## config.mk

```make
export PLATFORM = sky130hd
export DESIGN_NAME = count_binary_ctrl
export DESIGN_NICKNAME = d
export VERILOG_FILES = /design/src/rtl/count_binary_pkg.sv /design/src/rtl/count_binary_ctrl_sw_debounce.sv /design/src/rtl/count_binary_ctrl.sv
export SDC_FILE = /design/constraint.sdc
export NUM_CORES = 1
export LEC_CHECK = 0
export CORE_AREA = 2 2 160 123
export CTS_CLUSTER_SIZE = 20
export DETAILED_ROUTE_END_ITERATION = 6
export DIE_AREA = 0 0 162 125
export GPL_ROUTABILITY_DRIVEN = 1
export PLACE_DENSITY = 0.69
export SYNTH_ARGS = -nofsm -noshare
export SYNTH_HDL_FRONTEND = slang
export SYNTH_HIERARCHICAL = 1
export SYNTH_SLANG_ARGS = --single-unit
```

## constraint.sdc

```tcl
create_clock -name clk_clk -period 2.76 [get_ports clk_clk]
set_input_delay 0.552 -clock clk_clk [delete_from_list [all_inputs] [get_ports clk_clk]]
set_output_delay 0.552 -clock clk_clk [all_outputs]
set_load 0.01 [all_outputs]
```

## src/rtl/count_binary_pkg.sv

```systemverilog
`default_nettype none
// ============================================================================
//  Module   : count_binary_pkg
//  Purpose  : Register map, CTRL field positions and tick-source encoding
//             shared by the count_binary_ctrl peripheral.
//  Revision : 1.0  initial release
// ============================================================================
package count_binary_pkg;

    localparam logic [2:0] c_addr_ctrl     = 3'd0;
    localparam logic [2:0] c_addr_prescale = 3'd1;
    localparam logic [2:0] c_addr_count    = 3'd2;
    localparam logic [2:0] c_addr_limit    = 3'd3;
    localparam logic [2:0] c_addr_status   = 3'd4;
    localparam logic [2:0] c_addr_switch   = 3'd5;

    localparam int c_ctrl_en      = 0;
    localparam int c_ctrl_dir     = 1;
    localparam int c_ctrl_src_lo  = 2;
    localparam int c_ctrl_src_hi  = 3;
    localparam int c_ctrl_led_sel = 4;
    localparam int c_ctrl_irq_en  = 5;
    localparam int c_ctrl_w       = 6;

    typedef enum logic [1:0] {
        SRC_PRESCALE = 2'b00,
        SRC_STEP     = 2'b01,
        SRC_HOLD     = 2'b10,
        SRC_HOLD_ALT = 2'b11
    } src_e;

endpackage
`default_nettype wire

```

## src/rtl/count_binary_ctrl_sw_debounce.sv

```systemverilog
`default_nettype none
// ============================================================================
//  Module   : sw_debounce
//  Purpose  : Two-flop synchroniser followed by a stable-count debouncer;
//             the output follows the input only after DB_CYC steady cycles.
//  Revision : 1.0  initial release
// ============================================================================
module sw_debounce #(
    parameter int DB_CYC = 1000
) (
    input  logic clk,
    input  logic rst_n,
    input  logic i_sw,
    output logic o_sw_db
);

    localparam int            c_cnt_w   = (DB_CYC > 1) ? $clog2(DB_CYC) : 1;
    localparam logic [c_cnt_w-1:0] c_cnt_last = c_cnt_w'(DB_CYC - 1);

    logic               r_meta;
    logic               r_sync;
    logic               r_db;
    logic [c_cnt_w-1:0] r_cnt;

    always_ff @(posedge clk or negedge rst_n) begin
        if (!rst_n) begin
            r_meta <= 1'b0;
            r_sync <= 1'b0;
            r_db   <= 1'b0;
            r_cnt  <= '0;
        end else begin
            r_meta <= i_sw;
            r_sync <= r_meta;
            // Any return to the current debounced level restarts the count.
            if (r_sync == r_db) begin
                r_cnt <= '0;
            end else if (r_cnt == c_cnt_last) begin
                r_db  <= r_sync;
                r_cnt <= '0;
            end else begin
                r_cnt <= r_cnt + c_cnt_w'(1);
            end
        end
    end

    assign o_sw_db = r_db;

endmodule
`default_nettype wire

```

## src/rtl/count_binary_ctrl.sv

```systemverilog
`default_nettype none
// ============================================================================
//  Module   : count_binary_ctrl
//  Purpose  : Avalon-MM binary counter peripheral with limit, prescaler,
//             debounced switch stepping, display/LED conduits and wrap IRQ.
//  Revision : 1.0  initial release
// ============================================================================
module count_binary_ctrl
    import count_binary_pkg::*;
#(
    parameter int               CNT_W   = 16,
    parameter int               SW_W    = 8,
    parameter int               LED_W   = 8,
    parameter int               PRE_W   = 24,
    parameter logic [PRE_W-1:0] PRE_DEF = 24'd49999,
    parameter int               DB_CYC  = 1000
) (
    input  logic              clk_clk,
    input  logic              reset_reset_n,
    input  logic [2:0]        avs_address,
    input  logic              avs_read,
    input  logic              avs_write,
    input  logic [31:0]       avs_writedata,
    output logic [31:0]       avs_readdata,
    output logic [CNT_W-1:0]  display_external_connection_export,
    input  logic [SW_W-1:0]   switch_external_connection_export,
    output logic [LED_W-1:0]  led_external_connection_export,
    output logic              irq
);

    logic [c_ctrl_w-1:0] r_ctrl;
    logic [PRE_W-1:0]    r_prescale;
    logic [PRE_W-1:0]    r_pre_cnt;
    logic [CNT_W-1:0]    r_count;
    logic [CNT_W-1:0]    r_limit;
    logic                r_wrap;
    logic [31:0]         r_readdata;
    logic [LED_W-1:0]    r_led;
    logic [SW_W-1:0]     r_sw_meta;
    logic [SW_W-1:0]     r_sw_sync;
    logic                r_db_prev;

    logic                w_sw_db;
    logic [LED_W-1:0]    w_sw_led;
    logic [31:0]         w_rd_data;
    logic                w_wr_ctrl, w_wr_prescale, w_wr_count, w_wr_limit, w_wr_status;
    logic                w_en, w_dir, w_pre_run, w_pre_tick, w_step, w_tick;
    logic                w_at_end, w_wrap_evt;
    logic                w_unused_wdata;
    src_e                w_src;

    assign w_wr_ctrl     = avs_write && (avs_address == c_addr_ctrl);
    assign w_wr_prescale = avs_write && (avs_address == c_addr_prescale);
    assign w_wr_count    = avs_write && (avs_address == c_addr_count);
    assign w_wr_limit    = avs_write && (avs_address == c_addr_limit);
    assign w_wr_status   = avs_write && (avs_address == c_addr_status);

    assign w_en       = r_ctrl[c_ctrl_en];
    assign w_dir      = r_ctrl[c_ctrl_dir];
    assign w_src      = src_e'(r_ctrl[c_ctrl_src_hi:c_ctrl_src_lo]);
    assign w_pre_run  = w_en && (w_src == SRC_PRESCALE);
    assign w_pre_tick = w_pre_run && (r_pre_cnt == r_prescale);
    assign w_step     = w_sw_db && !r_db_prev;
    assign w_tick     = w_pre_tick || (w_en && (w_src == SRC_STEP) && w_step);

    // A CPU write to COUNT suppresses the tick, including its wrap event.
    assign w_at_end   = w_dir ? (r_count == '0) : (r_count >= r_limit);
    assign w_wrap_evt = w_tick && !w_wr_count && w_at_end;

    assign w_unused_wdata = ^avs_writedata;

    sw_debounce #(
        .DB_CYC (DB_CYC)
    ) u_sw0_debounce (
        .clk     (clk_clk),
        .rst_n   (reset_reset_n),
        .i_sw    (switch_external_connection_export[0]),
        .o_sw_db (w_sw_db)
    );

    if (SW_W >= LED_W) begin : g_sw_led_trunc
        assign w_sw_led = r_sw_sync[LED_W-1:0];
    end else begin : g_sw_led_pad
        assign w_sw_led = {{(LED_W-SW_W){1'b0}}, r_sw_sync};
    end

    always_comb begin
        w_rd_data = '0;
        case (avs_address)
            c_addr_ctrl:     w_rd_data[c_ctrl_w-1:0] = r_ctrl;
            c_addr_prescale: w_rd_data = 32'(r_prescale);
            c_addr_count:    w_rd_data = 32'(r_count);
            c_addr_limit:    w_rd_data = 32'(r_limit);
            c_addr_status:   w_rd_data[0] = r_wrap;
            c_addr_switch:   w_rd_data = 32'(r_sw_sync);
            default:         w_rd_data = '0;
        endcase
    end

    always_ff @(posedge clk_clk or negedge reset_reset_n) begin
        if (!reset_reset_n) begin
            r_ctrl     <= '0;
            r_prescale <= PRE_DEF;
            r_pre_cnt  <= '0;
            r_count    <= '0;
            r_limit    <= '1;
            r_wrap     <= 1'b0;
            r_readdata <= '0;
            r_led      <= '0;
            r_sw_meta  <= '0;
            r_sw_sync  <= '0;
            r_db_prev  <= 1'b0;
        end else begin
            r_sw_meta <= switch_external_connection_export;
            r_sw_sync <= r_sw_meta;
            r_db_prev <= w_sw_db;

            if (w_wr_ctrl)     r_ctrl     <= avs_writedata[c_ctrl_w-1:0];
            if (w_wr_prescale) r_prescale <= avs_writedata[PRE_W-1:0];
            if (w_wr_limit)    r_limit    <= avs_writedata[CNT_W-1:0];

            if (w_wr_prescale || w_pre_tick) begin
                r_pre_cnt <= '0;
            end else if (w_pre_run) begin
                r_pre_cnt <= r_pre_cnt + PRE_W'(1);
            end

            if (w_wr_count) begin
                r_count <= avs_writedata[CNT_W-1:0];
            end else if (w_tick) begin
                if (w_dir) begin
                    r_count <= w_at_end ? r_limit : (r_count - CNT_W'(1));
                end else begin
                    r_count <= w_at_end ? '0 : (r_count + CNT_W'(1));
                end
            end

            // A wrap in the same cycle as the W1C keeps the flag set.
            if (w_wrap_evt) begin
                r_wrap <= 1'b1;
            end else if (w_wr_status && avs_writedata[0]) begin
                r_wrap <= 1'b0;
            end

            if (avs_read) r_readdata <= w_rd_data;

            r_led <= r_ctrl[c_ctrl_led_sel] ? w_sw_led : r_count[LED_W-1:0];
        end
    end

    assign avs_readdata                       = r_readdata;
    assign display_external_connection_export = r_count;
    assign led_external_connection_export     = r_led;
    assign irq                                = r_wrap && r_ctrl[c_ctrl_irq_en];

endmodule
`default_nettype wire

```

==> impl_summary.txt <==
----------------------------------------------------
[Place]
  Cell count after placement ... approximately 1.1k
  Routability-driven placement congestion ratio ... 0.875
  Half-perimeter wire length after detailed placement ... ~16000 µm
  DP Area ... around 0.0096 mm²
  Buffers on Ports ... between 80 and 90

[Global routing]
  Global routing usage summed across all routing layers ... around 22%
  Largest net degree at the start of global routing ... 56
  First-pass GRT wire length ... ~35000 µm
  Initial antenna violation count ... 0
  Vias in the first global route ... roughly 6.5k
  Gr ovfl total ... 0

[Clocking]
  Clk_lat worst skew ... approximately 0.43 ns
  Cts hold-fix bufs ... 0
  H-tree lvl count ... 4
  Clock Root Buffer ... sky130_fd_sc_hd__clkbuf_16
  Clock slew seen by the registers of the worst setup and hold paths ... about 0.070 ns
  Clock sink count ... about 150
  Deepest clock path buffer count ... 2
  Number of buffers created by CTS ... 17
  TritonCTS clock tree ... done

[Cells and area]
  Growth of design area from synthesis to finish ... 23.5%
  Design area ... a little over 0.01 mm²
  Fraction of the core area covered by cells at the end of the flow ... between 50% and 60%
  Antenna diode count ... 0
  Final Net Count ... 970
  Count of placed standard cells in the final layout, fillers left out ... about 1.2k
  Ratio of cells with drive above 1 in the final layout ... 21.9%

[Synthesis]
  Most area-consuming cells after synthesis ... sky130_fd_sc_hd__dfrtp_1 38%, sky130_fd_sc_hd__mux2_2 8.9%, sky130_fd_sc_hd__dfstp_2 7.9%
  Primary flip-flop cell chosen by synthesis mapping ... sky130_fd_sc_hd__dfrtp_1
  Post-synth EDFFs ... 0
  Part of the Yosys area used for sequential elements ... around 45%
  Synth warnings ... 6
  Number of instances in the synthesized netlist ... between 700 and 800
  Cell variety after synth ... 72
  Register bit total from synthesis ... roughly 150
  Area leader, netlist ... sky130_fd_sc_hd__dfrtp_1
  Synth top area share ... 37.5%
  Async SR Flop Fraction ... 100%
  Per-instance average area after synthesis ... 10.4 µm²
  Summed instance area of the synthesized netlist ... just over 0.008 mm²

[STA]
  Ratio of final minimum period to clock period ... ~94%
  Final worst clock skew ... 0.00852 ns
  Unrepaired setup endpoints after global routing ... no
  Upper clock frequency limit ... about 0.39 GHz
  Number of slew-limit violations in the final report ... 0
  Number of hold-slack violations in the final timing report ... 0
  Min Clock Period, post-route ... ~2.6 ns
  Relative slew slack ... 50.4%
  Total negative slack for setup checks ... 0 ns
  Slew at the pin closest to its max-slew limit ... approximately 0.74 ns
  Endpoints failing setup ... 0

[Worst hold path]
  Worst min-delay path class ... in -> async

[Floorplanning]
  Total die area ... 0.0203 mm²
  Die X-Extent ... between 150 and 200 µm
  Core region area ... about 0.019 mm²
  Height of the die ... 125 µm
  Total number of placement rows ... 44
  Number of top-level design ports ... 104
  Starting utilization of the core area ... between 40% and 50%

[Drt]
  Number of vias after detailed routing ... between 6k and 7k
  Total Wirelength ... 21700 µm
  Drc violations ... 0
  Detailed-routing iteration count for the pre-antenna-repair pass ... 5
  Via density per instance ... around 5.5
  Final routed wire length divided by cell count ... 18.5 µm
  Starting DRT DRC Count ... 504
  Antenna Violating Nets Remaining ... 0

[Pwr]
  Clock power frac ... roughly a third
  Combinational group share of total power ... between 20 and 30%
  Cell internal pwr ... between 5 and 6 mW
  Sw Ratio ... a little under a third
  Peak supply drop ... between 0.4 and 0.5 mV
  Lkg Pwr ... between 4 and 5 nW
  Portion of total power attributed to sequential cells ... between 30 and 40%
  Pwr Density ... between 700 and 800 mW/mm²
  Switching power ... roughly 2.3 mW

[Setup path]
  Critical path launch point type ... register
  Required time of the critical path ... slightly above 3 ns
  FF-to-FF setup slack ... 0.17 ns
  Critical Path End Type ... register
  Largest driver fanout on the critical path ... 4
  Worst endpoint data arrival time ... slightly below 3 ns
  Classification of the worst setup path ... reg -> reg

[Run]
  Max_cap viols ... 0

[Outcome]
  Outcome ... completed

----------------------------------------------------
final timing paths:
| path | startpoint | to | depth (start not counted) |
|---|---|---|---|
| min reg2reg | r_sw_meta[2] | r_sw_sync[2] | 0 |
| max reg2reg | r_limit[13] | display_external_connection_export[2] | 9 |
| max in group asynchronous | reset_reset_n | r_limit[0] | 2 |
| min in group clk_clk | r_sw_meta[2] | r_sw_sync[2] | 0 |
| max | r_limit[13] | display_external_connection_export[2] | 9 |
| min | reset_reset_n | display_external_connection_export[11] | 1 |
placed cells by master, fill, tap and decap left out, types with 5 or more instances in the layout:
master                            Yosys  layout
sky130_fd_sc_hd__o22ai_1             13      13
sky130_fd_sc_hd__buf_4               12      48
sky130_fd_sc_hd__mux2_2              65      65
sky130_fd_sc_hd__nor2b_1              6       6
sky130_fd_sc_hd__xnor2_1             40      40
sky130_fd_sc_hd__clkdlybuf4s50_1      0      86
sky130_fd_sc_hd__inv_1               42      42
sky130_fd_sc_hd__ha_1                20      20
sky130_fd_sc_hd__nand3_1             24      24
sky130_fd_sc_hd__and3_1               9       9
sky130_fd_sc_hd__nor2_1              57      57
sky130_fd_sc_hd__dfstp_2             25      25
sky130_fd_sc_hd__and2_1               7       7
sky130_fd_sc_hd__nand2_1             49      49
sky130_fd_sc_hd__and4_1               5       5
sky130_fd_sc_hd__nand4_1             13      13
sky130_fd_sc_hd__nor3_1               8       8
sky130_fd_sc_hd__conb_1               1       8
sky130_fd_sc_hd__o31ai_1              8       8
sky130_fd_sc_hd__nand2b_1            16      16
sky130_fd_sc_hd__mux2i_1              9       9
sky130_fd_sc_hd__o21ai_0             22      22
sky130_fd_sc_hd__dfrtp_1            124     124
sky130_fd_sc_hd__o41ai_1             14      14
sky130_fd_sc_hd__clkbuf_16            0      17
sky130_fd_sc_hd__a22oi_1             17      17
sky130_fd_sc_hd__a21oi_1             38      38
sky130_fd_sc_hd__xor2_1              36      36
registers in the layout, summed over array words and instances, names as in the netlist:
| signal | flops |
|---|---|
| u_sw0_debounce/r_cnt | 10 |
| u_sw0_debounce/o_sw_db | 1 |
| avs_readdata | 24 |
| r_prescale | 24 |
| r_db_prev | 1 |
| r_sw_meta | 8 |
| led_external_connection_export | 8 |
| r_limit | 16 |
| display_external_connection_export | 16 |
| r_wrap | 1 |
| u_sw0_debounce/r_meta | 1 |
| u_sw0_debounce/r_sync | 1 |
| r_pre_cnt | 24 |
| r_ctrl | 6 |
| r_sw_sync | 8 |
worst max-delay path, cell delays in order, from the launching register on:
cell                        delay [ns]
sky130_fd_sc_hd__dfstp_2          0.55
sky130_fd_sc_hd__inv_1            0.04
sky130_fd_sc_hd__ha_1             0.27
sky130_fd_sc_hd__a211oi_1         0.25
sky130_fd_sc_hd__a2bb2oi_1        0.33
sky130_fd_sc_hd__o211ai_1         0.24
sky130_fd_sc_hd__buf_4            0.19
sky130_fd_sc_hd__o41ai_1          0.42
sky130_fd_sc_hd__a21oi_1          0.08
sky130_fd_sc_hd__o21ai_1          0.14
cells in the mapped netlist (all sizes together), types with 25 or more instances:
library cell,count
mux2,65
clkbuf,30
dfrtp,124
inv,42
nand2,49
nor2,58
buf,28
o21ai,25
a21oi,42
nand3,26
dfstp,25
xor2,36
xnor2,40
power by group through the flow:
stage	Combinational, mW	Clock [mW]	Sequential (mW)
after floorplan	1.17	0	2.85
after global placement	1.92	0	2.87
after detailed placement	1.95	0	2.88
after CTS	1.98	2.53	2.84
after global routing	2.20	2.63	2.89
final	2.00	2.49	2.85
timing repair:
action	CTS	global route
resized for setup	1	0
setup endpoints to repair	7	13
pin swaps	0	1
endpoints found under the hold margin	0	0
buffers inserted	0	2
area by class of cell:
class                   instances  area [µm²]
fillers                      1675        8630
multi-input cells             556        4070
flip-flops and latches        149        3760
repair buffers                137        1270
clock buffers                  18         429
well taps                     253         317
clock inverters                14         200
inverters                      42         158
routing by layer:
metal	vias to the layer above	share of wire, %	track usage [%]
li1	3012	-	-
met1	3131	49	33.8
met2	249	43	31.8
met3	22	6.8	4.64
met4	0	1.2	6.61
met5	-	0	0
per-stage QoR:
step                setup slack (ns)  hold slack (ns)  power [mW]
floorplan                      0.408            0.256        4.02
global placement             0.00537            0.331        4.79
detailed placement           -0.0782            0.336        4.83
CTS                            0.154           0.0932        7.35
global route                  0.0165            0.117        7.71
finish                         0.170           0.0835        7.34
kinds of logic after synthesis:
| kind of cell | count (synthesis) | synth area share [%] |
|---|---|---|
| buf+inv | 100 | 5.69 |
| mux | 75 | 10.2 |
| other cells | 1 | 0.0454 |
| simple gates | 230 | 15.7 |
| flops | 149 | 45.5 |
| fa+ha+maj | 20 | 3.03 |
| xor+xnor | 76 | 8.05 |
| compound gates | 147 | 11.8 |
No activity file was read; power rests on OpenSTA's default activity.
